### src/rtl/ttt_defs_pkg.sv
// ---------------------------------------------------------------------------
// ttt_defs_pkg
// Shared definitions for the tic-tac-toe blocks: square codes, player and
// outcome encodings, the turn controller's FSM states and small helpers for
// addressing the packed grid vector.
// ---------------------------------------------------------------------------
package ttt_defs_pkg;

    // Square codes as carried on move_sel / grid_move (0 = no access)
    localparam logic [3:0] SQ_NONE = 4'd0;
    localparam logic [3:0] SQ_A1   = 4'd1;
    localparam logic [3:0] SQ_A2   = 4'd2;
    localparam logic [3:0] SQ_A3   = 4'd3;
    localparam logic [3:0] SQ_B1   = 4'd4;
    localparam logic [3:0] SQ_B2   = 4'd5;
    localparam logic [3:0] SQ_B3   = 4'd6;
    localparam logic [3:0] SQ_C1   = 4'd7;
    localparam logic [3:0] SQ_C2   = 4'd8;
    localparam logic [3:0] SQ_C3   = 4'd9;

    // Cell / player values
    localparam logic [1:0] P_NONE = 2'b00;
    localparam logic [1:0] P1     = 2'b01;
    localparam logic [1:0] P2     = 2'b10;

    // Game outcome
    localparam logic [1:0] OUT_PLAY = 2'b00;
    localparam logic [1:0] OUT_P1   = 2'b01;
    localparam logic [1:0] OUT_P2   = 2'b10;
    localparam logic [1:0] OUT_TIE  = 2'b11;

    // A full board holds nine marks; the move counter saturates here
    localparam logic [3:0] MAX_MOVES = 4'd9;

    typedef enum logic [2:0] {
        ST_IDLE,
        ST_CLEAR,
        ST_WAIT_MOVE,
        ST_ISSUE,
        ST_CHECK,
        ST_EVAL,
        ST_DONE
    } state_t;

    function automatic logic sq_valid(input logic [3:0] code);
        return (code >= SQ_A1) && (code <= SQ_C3);
    endfunction

    function automatic logic [1:0] other_player(input logic [1:0] p);
        return (p == P1) ? P2 : P1;
    endfunction

    // Cell value of a square code in the packed grid {C3,...,A1}
    function automatic logic [1:0] cell_of(input logic [17:0] cells, input logic [3:0] sq);
        return cells[2*(sq - 4'd1) +: 2];
    endfunction

endpackage

### src/rtl/ttt_win_check.sv
// ---------------------------------------------------------------------------
// ttt_win_check
// Purely combinational line detector for the 3x3 board. Scans the three rows,
// three columns and two diagonals for three equal non-empty cells.
//
// Ports
//   grid_cells  in  18  {C3,C2,C1,B3,B2,B1,A3,A2,A1}, 2 bits per cell
//   winner      out  2  bit0 = P1 owns a line, bit1 = P2 owns a line
//                       (00 none, 01 P1, 10 P2; 11 only on an impossible board)
// ---------------------------------------------------------------------------
module ttt_win_check
    import ttt_defs_pkg::*;
(
    input  logic [17:0] grid_cells,
    output logic [1:0]  winner
);

    localparam logic [3:0] LINES [8][3] = '{
        '{SQ_A1, SQ_A2, SQ_A3},
        '{SQ_B1, SQ_B2, SQ_B3},
        '{SQ_C1, SQ_C2, SQ_C3},
        '{SQ_A1, SQ_B1, SQ_C1},
        '{SQ_A2, SQ_B2, SQ_C2},
        '{SQ_A3, SQ_B3, SQ_C3},
        '{SQ_A1, SQ_B2, SQ_C3},
        '{SQ_A3, SQ_B2, SQ_C1}
    };

    function automatic logic [1:0] line_owner(input logic [1:0] a, input logic [1:0] b,
                                              input logic [1:0] c);
        return ((a == b) && (b == c)) ? a : P_NONE;
    endfunction

    // Owners are OR-ed together so the caller can ask "does this player own
    // any line" with a simple mask rather than relying on scan order.
    always_comb begin
        winner = P_NONE;
        for (int i = 0; i < 8; i++) begin
            winner = winner | line_owner(cell_of(grid_cells, LINES[i][0]),
                                         cell_of(grid_cells, LINES[i][1]),
                                         cell_of(grid_cells, LINES[i][2]));
        end
    end

endmodule

### src/rtl/ttt_turn_ctrl.sv
// ---------------------------------------------------------------------------
// ttt_turn_ctrl
// Game controller for 3x3 tic-tac-toe. Clears the board on start, sequences
// each move request into the grid block (ISSUE -> CHECK -> EVAL), alternates
// turns, and reports win / tie from the grid cell values.
//
// Optional build macro: MOVE_TIMEOUT_EN -- when defined, a turn left idle for
// TIMEOUT_CYCLES cycles in WAIT_MOVE is forfeited (move_bad, player toggles).
//
// Ports
//   clk          in   1  system clock
//   rst          in   1  asynchronous active-low reset
//   start        in   1  level-sampled game start / restart
//   move_req     in   1  one-cycle strobe, move_sel valid
//   move_sel     in   4  square code 1..9 (A1..C3)
//   grid_cells   in  18  board contents from the grid block
//   grid_valid   in   1  registered accept flag from the grid block
//   grid_clear   out  1  board clear to the grid block
//   grid_player  out  2  player written by the grid block
//   grid_move    out  4  square code to the grid block, 0 = no access
//   cur_player   out  2  player to move
//   outcome      out  2  00 play, 01 P1 win, 10 P2 win, 11 tie
//   move_ok      out  1  move accepted pulse (during EVAL)
//   move_bad     out  1  move rejected pulse
//   busy         out  1  high in CLEAR, ISSUE, CHECK, EVAL
// ---------------------------------------------------------------------------
module ttt_turn_ctrl
    import ttt_defs_pkg::*;
#(
    parameter logic [1:0]  FIRST_PLAYER   = 2'b01,
    parameter logic [31:0] TIMEOUT_CYCLES = 32'd50_000_000
) (
    input  logic        clk,
    input  logic        rst,
    input  logic        start,
    input  logic        move_req,
    input  logic [3:0]  move_sel,
    input  logic [17:0] grid_cells,
    input  logic        grid_valid,
    output logic        grid_clear,
    output logic [1:0]  grid_player,
    output logic [3:0]  grid_move,
    output logic [1:0]  cur_player,
    output logic [1:0]  outcome,
    output logic        move_ok,
    output logic        move_bad,
    output logic        busy
);

    state_t     state, state_d;
    logic [3:0] code_q, code_d;
    logic [1:0] player_d;
    logic [1:0] outcome_d;
    logic [3:0] move_cnt, move_cnt_d;
    logic       start_pend, start_pend_d;
    logic       move_bad_d;
    logic       tmo_fire;
    logic [1:0] winner;

    ttt_win_check u_win_check (
        .grid_cells (grid_cells),
        .winner     (winner)
    );

`ifdef MOVE_TIMEOUT_EN
    logic [31:0] tmo_cnt;

    assign tmo_fire = (state == ST_WAIT_MOVE) && (tmo_cnt == TIMEOUT_CYCLES - 32'd1);

    // Reload while outside WAIT_MOVE so every turn starts from zero.
    always_ff @(posedge clk or negedge rst) begin
        if (!rst) begin
            tmo_cnt <= '0;
        end else if ((state != ST_WAIT_MOVE) || move_req || tmo_fire) begin
            tmo_cnt <= '0;
        end else begin
            tmo_cnt <= tmo_cnt + 32'd1;
        end
    end
`else
    logic unused_timeout;
    assign unused_timeout = ^TIMEOUT_CYCLES;
    assign tmo_fire       = 1'b0;
`endif

    // NOTE: every variable gets a default before the case so no path leaves
    // one unassigned; that is what keeps this block free of latches.
    always_comb begin
        state_d      = state;
        code_d       = code_q;
        player_d     = cur_player;
        outcome_d    = outcome;
        move_cnt_d   = move_cnt;
        start_pend_d = start_pend;
        move_bad_d   = 1'b0;

        unique case (state)
            ST_IDLE: begin
                if (start) state_d = ST_CLEAR;
            end

            ST_CLEAR: begin
                player_d     = FIRST_PLAYER;
                move_cnt_d   = '0;
                outcome_d    = OUT_PLAY;
                start_pend_d = 1'b0;
                state_d      = ST_WAIT_MOVE;
            end

            ST_WAIT_MOVE: begin
                if (start) begin
                    state_d = ST_CLEAR;
                end else if (move_req) begin
                    if (sq_valid(move_sel)) begin
                        code_d  = move_sel;
                        state_d = ST_ISSUE;
                    end else begin
                        move_bad_d = 1'b1;
                    end
                end else if (tmo_fire) begin
                    move_bad_d = 1'b1;
                    player_d   = other_player(cur_player);
                end
            end

            ST_ISSUE: begin
                start_pend_d = start_pend | start;
                state_d      = ST_CHECK;
            end

            ST_CHECK: begin
                start_pend_d = start_pend | start;
                if (grid_valid) begin
                    move_cnt_d = (move_cnt >= MAX_MOVES) ? MAX_MOVES : move_cnt + 4'd1;
                    state_d    = ST_EVAL;
                end else begin
                    // Occupied square: same player tries again unless a
                    // restart is already waiting.
                    move_bad_d = 1'b1;
                    state_d    = (start_pend | start) ? ST_CLEAR : ST_WAIT_MOVE;
                end
            end

            ST_EVAL: begin
                // Only the player who just moved can have completed a line.
                if ((winner & cur_player) != P_NONE) begin
                    outcome_d = cur_player;
                    state_d   = ST_DONE;
                end else if (move_cnt == MAX_MOVES) begin
                    outcome_d = OUT_TIE;
                    state_d   = ST_DONE;
                end else begin
                    player_d = other_player(cur_player);
                    state_d  = ST_WAIT_MOVE;
                end
                if (start_pend | start) state_d = ST_CLEAR;
            end

            ST_DONE: begin
                if (start) state_d = ST_CLEAR;
            end

            default: state_d = ST_IDLE;
        endcase
    end

    // NOTE: state registers use non-blocking assignments so every flop
    // samples the pre-edge values regardless of statement order.
    always_ff @(posedge clk or negedge rst) begin
        if (!rst) begin
            state      <= ST_IDLE;
            code_q     <= SQ_NONE;
            cur_player <= P_NONE;
            outcome    <= OUT_PLAY;
            move_cnt   <= '0;
            start_pend <= 1'b0;
            move_bad   <= 1'b0;
        end else begin
            state      <= state_d;
            code_q     <= code_d;
            cur_player <= player_d;
            outcome    <= outcome_d;
            move_cnt   <= move_cnt_d;
            start_pend <= start_pend_d;
            move_bad   <= move_bad_d;
        end
    end

    // Grid strobes and move_ok decode straight from the state, so they last
    // exactly one cycle each.
    assign grid_clear  = (state == ST_CLEAR);
    assign grid_move   = (state == ST_ISSUE) ? code_q : SQ_NONE;
    assign grid_player = (state == ST_ISSUE) ? cur_player : P_NONE;
    assign move_ok     = (state == ST_EVAL);
    assign busy        = (state == ST_CLEAR) || (state == ST_ISSUE) ||
                         (state == ST_CHECK) || (state == ST_EVAL);

endmodule

### config.mk
export PLATFORM = sky130hd
export DESIGN_NAME = ttt_turn_ctrl
export DESIGN_NICKNAME = d
export VERILOG_FILES = /design/src/rtl/ttt_defs_pkg.sv /design/src/rtl/ttt_win_check.sv /design/src/rtl/ttt_turn_ctrl.sv
export SDC_FILE = /design/constraint.sdc
export NUM_CORES = 1
export LEC_CHECK = 0
export BUFFER_PORTS_ARGS = -buffer_cell sky130_fd_sc_hd__buf_2
export CAP_MARGIN = 15
export CORE_ASPECT_RATIO = 1.25
export CORE_MARGIN = 3
export CORE_UTILIZATION = 40
export CTS_BUF_LIST = sky130_fd_sc_hd__clkbuf_16
export DETAILED_ROUTE_END_ITERATION = 10
export REMOVE_ABC_BUFFERS = 1
export SYNTH_ARGS = -nofsm -noshare
export SYNTH_HDL_FRONTEND = slang
export SYNTH_SLANG_ARGS = --single-unit
### constraint.sdc
create_clock -name clk -period 1.6 [get_ports clk]
set_input_delay 0.16 -clock clk [delete_from_list [all_inputs] [get_ports clk]]
set_output_delay 0.16 -clock clk [all_outputs]
set_load 0.005 [all_outputs]
======== After elaboration in Yosys (flattened, before gate mapping) ========
Cells that the tools add are included.
word-level totals
  bits in registers ....................... 17
  bits of input ports ..................... 27
  output and inout port bits .............. 14
  logic and storage cells ................. 112
cells by class
  add/sub/neg operators ................... 1
  $lt $le $gt $ge ......................... 3
  equality and inequality tests ........... 31
  muxes and demuxes ....................... 36
  bitwise gates (word level) .............. 10
  reductions and logical operators ........ 24
operator list
  operator                                                            number
  equality test 2 bit                                                 16
  two-way mux 2 bit                                                   15
  two-way mux 3 bit                                                   8
  one-hot mux 3 bit (6 select lines)                                  1
  bitwise OR 2 bit                                                    7
  two-way mux 4 bit                                                   3
  equality test 3 bit (second input constant)                         3
  logical AND 1 bit                                                   9
  one-hot mux 2 bit (2 select lines)                                  2
  one-hot mux 4 bit (2 select lines)                                  1
  nonzero test 2 bit                                                  4
  equality test 3 x 2 -> 1 bit (second input constant)                2
  != test 2 bit (second input constant)                               3
  != test 3 bit (second input constant)                               2
  AND reduction 3 bit                                                 2
  adder 4 x 1 -> 4 bit (second input constant)                        1
  equality test 4 bit (second input constant)                         1
  greater-or-equal comparator 4 x 1 -> 1 bit (second input constant)  1
  greater-or-equal comparator 4 bit (second input constant)           1
  <= comparator 4 bit (second input constant)                         1
  two-way mux 1 bit                                                   4
  one-hot mux 1 bit (2 select lines)                                  2
  AND reduction 2 bit                                                 2
  AND reduction 4 bit                                                 1
  other kinds (10)                                                    13

======== Logic depth before layout (Yosys ltp) ========
  depth in word-level cells ............... 15
  mapped depth ............................ 7
  gate-level depth less buffers ........... 6

======== By module ========
A second synthesis with hierarchy kept.
second synthesis, totals
  cell total of the unflattened synthesis .. 160
  area total of the unflattened synthesis .. 1281.2 um^2
by module, submodules not included
  module         times used  cells an instance  area an instance (um^2)  seq. area each (um^2)
  ttt_turn_ctrl  1           111                998.5                    425.4
  ttt_win_check  1           49                 282.8                    0.0

======== Worst setup path before layout ========
OpenSTA, ideal clock, no wires.
  kind .................................... register -> register
  from .................................... register move_cnt[0]
  to ...................................... register cur_player[0]
  library setup time ...................... 67 ps
  data arrival time ....................... 1385 ps
  data required time ...................... 1533 ps
  setup slack ............................. 148 ps
  stages on the path, launching flop included .. 6
  path buffers ............................ 0
  clock period less this slack ............ 1452 ps
  path through ............................ dfrtp_1 -> ha_1 -> and3_1 -> a31oi_2 -> and3_4 -> o221a_1
on the way
  word-level cells in the longest chain between the ends .. 3
ends and longest elaborated chain
  what                           line                  text
  from (decl)                    ttt_turn_ctrl.sv:54   logic [3:0] move_cnt, move_cnt_d;
  from (signal assigned)         ttt_turn_ctrl.sv:183  move_cnt <= move_cnt_d;
  equality test 4 bit            ttt_turn_ctrl.sv:149  end else if (move_cnt == MAX_MOVES) begin
  != test 2 bit (no line)        --
  AND reduction 3 bit (no line)  --
  to (signal assigned)           ttt_turn_ctrl.sv:181  cur_player <= player_d;
  to (decl)                      ttt_turn_ctrl.sv:43   output logic [1:0] cur_player,
No other way between the ends.
A chain may end at the register's enable or synchronous reset.

======== Final worst setup path ========
  from .................................... register move_cnt[1]
  to ...................................... register cur_player[0]
Same word-level chain as after synthesis.

==> impl_metrics.env <==
export IMPL_status="finished, final reports clean"
export IMPL_drt_iter0_drc=78
export IMPL_path_class="flip-flop to flip-flop"
export IMPL_yosysSeqAreaShare_pct=31.7
export IMPL_wl_per_cell_um=14.4
export IMPL_synth_edf_count=0
export IMPL_cts_tree="done"
export IMPL_synth_seq_cells=17
export IMPL_synthDistinctLibCells=37
export IMPL_synth_area_per_cell_um2=8.17
export IMPL_wirelength_mm=3.59
export IMPL_crit_fanout=4
export IMPL_clock_skew_ps=1.38
export IMPL_gp_congestion=0.915
export IMPL_dieArea_um2=4080
export IMPL_reg2reg_slack_ps=90
export IMPL_rsz0062_at_grt="false"
export IMPL_vias=1462
export IMPL_hp_class="input pin to flip-flop"
export IMPL_cts_sinks=17
export IMPL_setup_violations=0
export IMPL_final_common_cell="buf_2"
export IMPL_hold_path_startpoint="move_sel[0]"
export IMPL_start_util_pct=43.5
export IMPL_portBuffers=40
export IMPL_dr_pass1_iters=4
export IMPL_required_ps=1780
export IMPL_grtUsageTotal_pct=18.0
export IMPL_cts_max_level=1
export IMPL_slowest_stage="dfrtp_1"
export IMPL_place_hpwl_mm=2.94
export IMPL_drc=0
export IMPL_netlist_area_um2=1340
export IMPL_crit_chain="inv_1 -> ha_1 -> and3_1 -> a31oi_2 -> and3_4 -> o221a_1"
export IMPL_end_kind="flip-flop"
export IMPL_syn_inst=164
export IMPL_fill_cells=309
export IMPL_cts_setup_buffers=0
export IMPL_core_area_um2=3080
export IMPL_reg2reg_from="move_cnt[1]$_DFFE_PN0P_"
export IMPL_hold_depth=2
export IMPL_root_buffer="clkbuf_16"
export IMPL_place_area_um2=1650
export IMPL_tightestPinTransition_ps=379
export IMPL_crit_start="move_cnt[1]$_DFFE_PN0P_"
export IMPL_vias_per_cell=5.85
export IMPL_grt_pass1_vias=1389
export IMPL_multi_input_area_um2=876
export IMPL_die_y_um=70.7
export IMPL_synth_ff_type="dfrtp_1"
export IMPL_fin_setup_tns_ps=0
export IMPL_diodes=0
export IMPL_holdPathEnd="code_q[0]$_DFFE_PN0P_"
export IMPL_ff_latch_area_um2=425
export IMPL_p_per_area_nw_per_um2=1270
export IMPL_slew_violations=0
export IMPL_reg2reg_depth=6
export IMPL_slew_headroom_pct=74.7
export IMPL_grt_first_pass_wirelength_mm=5.90
export IMPL_dp_cells=245
export IMPL_postRouteAntennaNets=0
export IMPL_finalHoldViolCount=0
export IMPL_grt_max_degree=18
export IMPL_design_area_um2=1750
export IMPL_max_stage_delay_ps=340
export IMPL_cts_clk_slew_worst_paths_ps=50
export IMPL_layout_common_cells="buf_2, and3_1, dfrtp_1, nor3_1"
export IMPL_maxCapViolations=0
export IMPL_drive_gt1_share_pct=31.8
export IMPL_synthArstFlopShare_pct=100
export IMPL_min_period_ps=1510
export IMPL_crit_arrival_ps=1690
export IMPL_yosys_warnings=0
export IMPL_finalCoreUtilization_pct=56.6
export IMPL_die_x_um=57.8
export IMPL_reg2reg_to="cur_player[0]$_DFFE_PN0P_"
export IMPL_crit_path_start_kind="flip-flop"
export IMPL_antenna_found_initial=0
export IMPL_area_growth_pct=30.3
export IMPL_ios=41
export IMPL_stdcell_count=250
export IMPL_nets=245
export IMPL_fmax_ghz=0.662
export IMPL_row_count=22
export IMPL_finalCritPeriodShare_pct=94.4
export IMPL_cts_buffers=3
export IMPL_peakVddDrop_uv=889
export IMPL_leakage_nw=0.895
export IMPL_clock_path_buffers=2
export IMPL_insertion_delay_ps=240
export IMPL_overflow=0
-- final cells by class --
class                   instances  area share [%]
clock buffers                   3            4.30
clock inverters                 1           0.287
inverters                       7            1.51
multi-input cells             134            50.2
flip-flops and latches         17            24.4
well taps                      36            2.58
repair buffers                 52            16.8
-- what timing repair did --
action                     CTS  global route
hold endpoints to repair    17             0
setup endpoints to repair    7             4
hold buffers                 1             0
gates resized for setup      1             2
-- worst max-delay path: cells and delay by family, from the launching register on --
kind,cells,cell delay (ps)
flops,1,340
compound gates,2,410
simple gates,2,450
fa+ha+maj,1,190
buf+inv,1,60
-- flip-flops by register name (all words and copies together), names as in the netlist --
name        count
move_bad        1
start_pend      1
state           3
code_q          4
cur_player      2
move_cnt        4
outcome         2
-- power breakdown --
group / switching [mW] / internal, mW
Sequential: 0.159 / 0.586
Combinational: 0.486 / 0.495
Clock: 0.160 / 0.334
Total: 0.805 / 1.42
-- synth_stat cells, types with 4 or more instances --
cell type	count	area, um2
nand3_1	4	20.0
o21ai_0	10	50.1
nor3_1	16	80.1
nand2_1	11	41.3
a31oi_1	6	37.5
clkbuf_1	6	22.5
inv_1	7	26.3
dfrtp_1	17	425
a21oi_1	6	30.0
and3_1	23	144
mux2_2	4	45.0
nand2b_1	5	31.3
nor2_1	10	37.5
-- worst max path at each step --
stage | end | slack (ps) | depth (start not counted)
6_report | cur_player[0]$_DFFE_PN0P_ | 90 | 6
5_1_grt | move_ok | 20 | 5
4_1_cts | move_ok | 9 | 5
3_5_place_dp | cur_player[0]$_DFFE_PN0P_ | -40 | 7
3_3_place_gp | cur_player[0]$_DFFE_PN0P_ | 5 | 7
2_1_floorplan | cur_player[0]$_DFFE_PN0P_ | 150 | 5
-- per-stage QoR --
stage | total power, mW | setup WS [ps] | hold slack (ps)
floorplan | 1.25 | 148 | -136
global route | 2.38 | 20.8 | 177
global placement | 1.69 | 4.98 | 110
finish | 2.22 | 88.9 | 162
detailed placement | 1.71 | -40.2 | 111
CTS | 2.21 | 9.33 | 160
-- per-layer routing --
| layer | wire, um | vias up | track usage (%) | part of all wire, % |
|---|---|---|---|---|
| li1 | - | 722 | - | - |
| met3 | 172 | 8 | 1.82 | 4.8 |
| met1 | 1450 | 687 | 19.8 | 40 |
| met2 | 1860 | 45 | 33.2 | 52 |
| met5 | 0 | - | 0 | 0 |
| met4 | 114 | 0 | 9.28 | 3.2 |
-- logic make-up after synthesis --
family          count (synthesis)  share of synthesized area, %
compound gates                 46                          25.3
fa+ha+maj                       3                          2.80
simple gates                   80                          32.4
flops                          17                          31.7
mux                             5                          4.11
buf+inv                        13                          3.64
(Power assumes the default switching activity.)
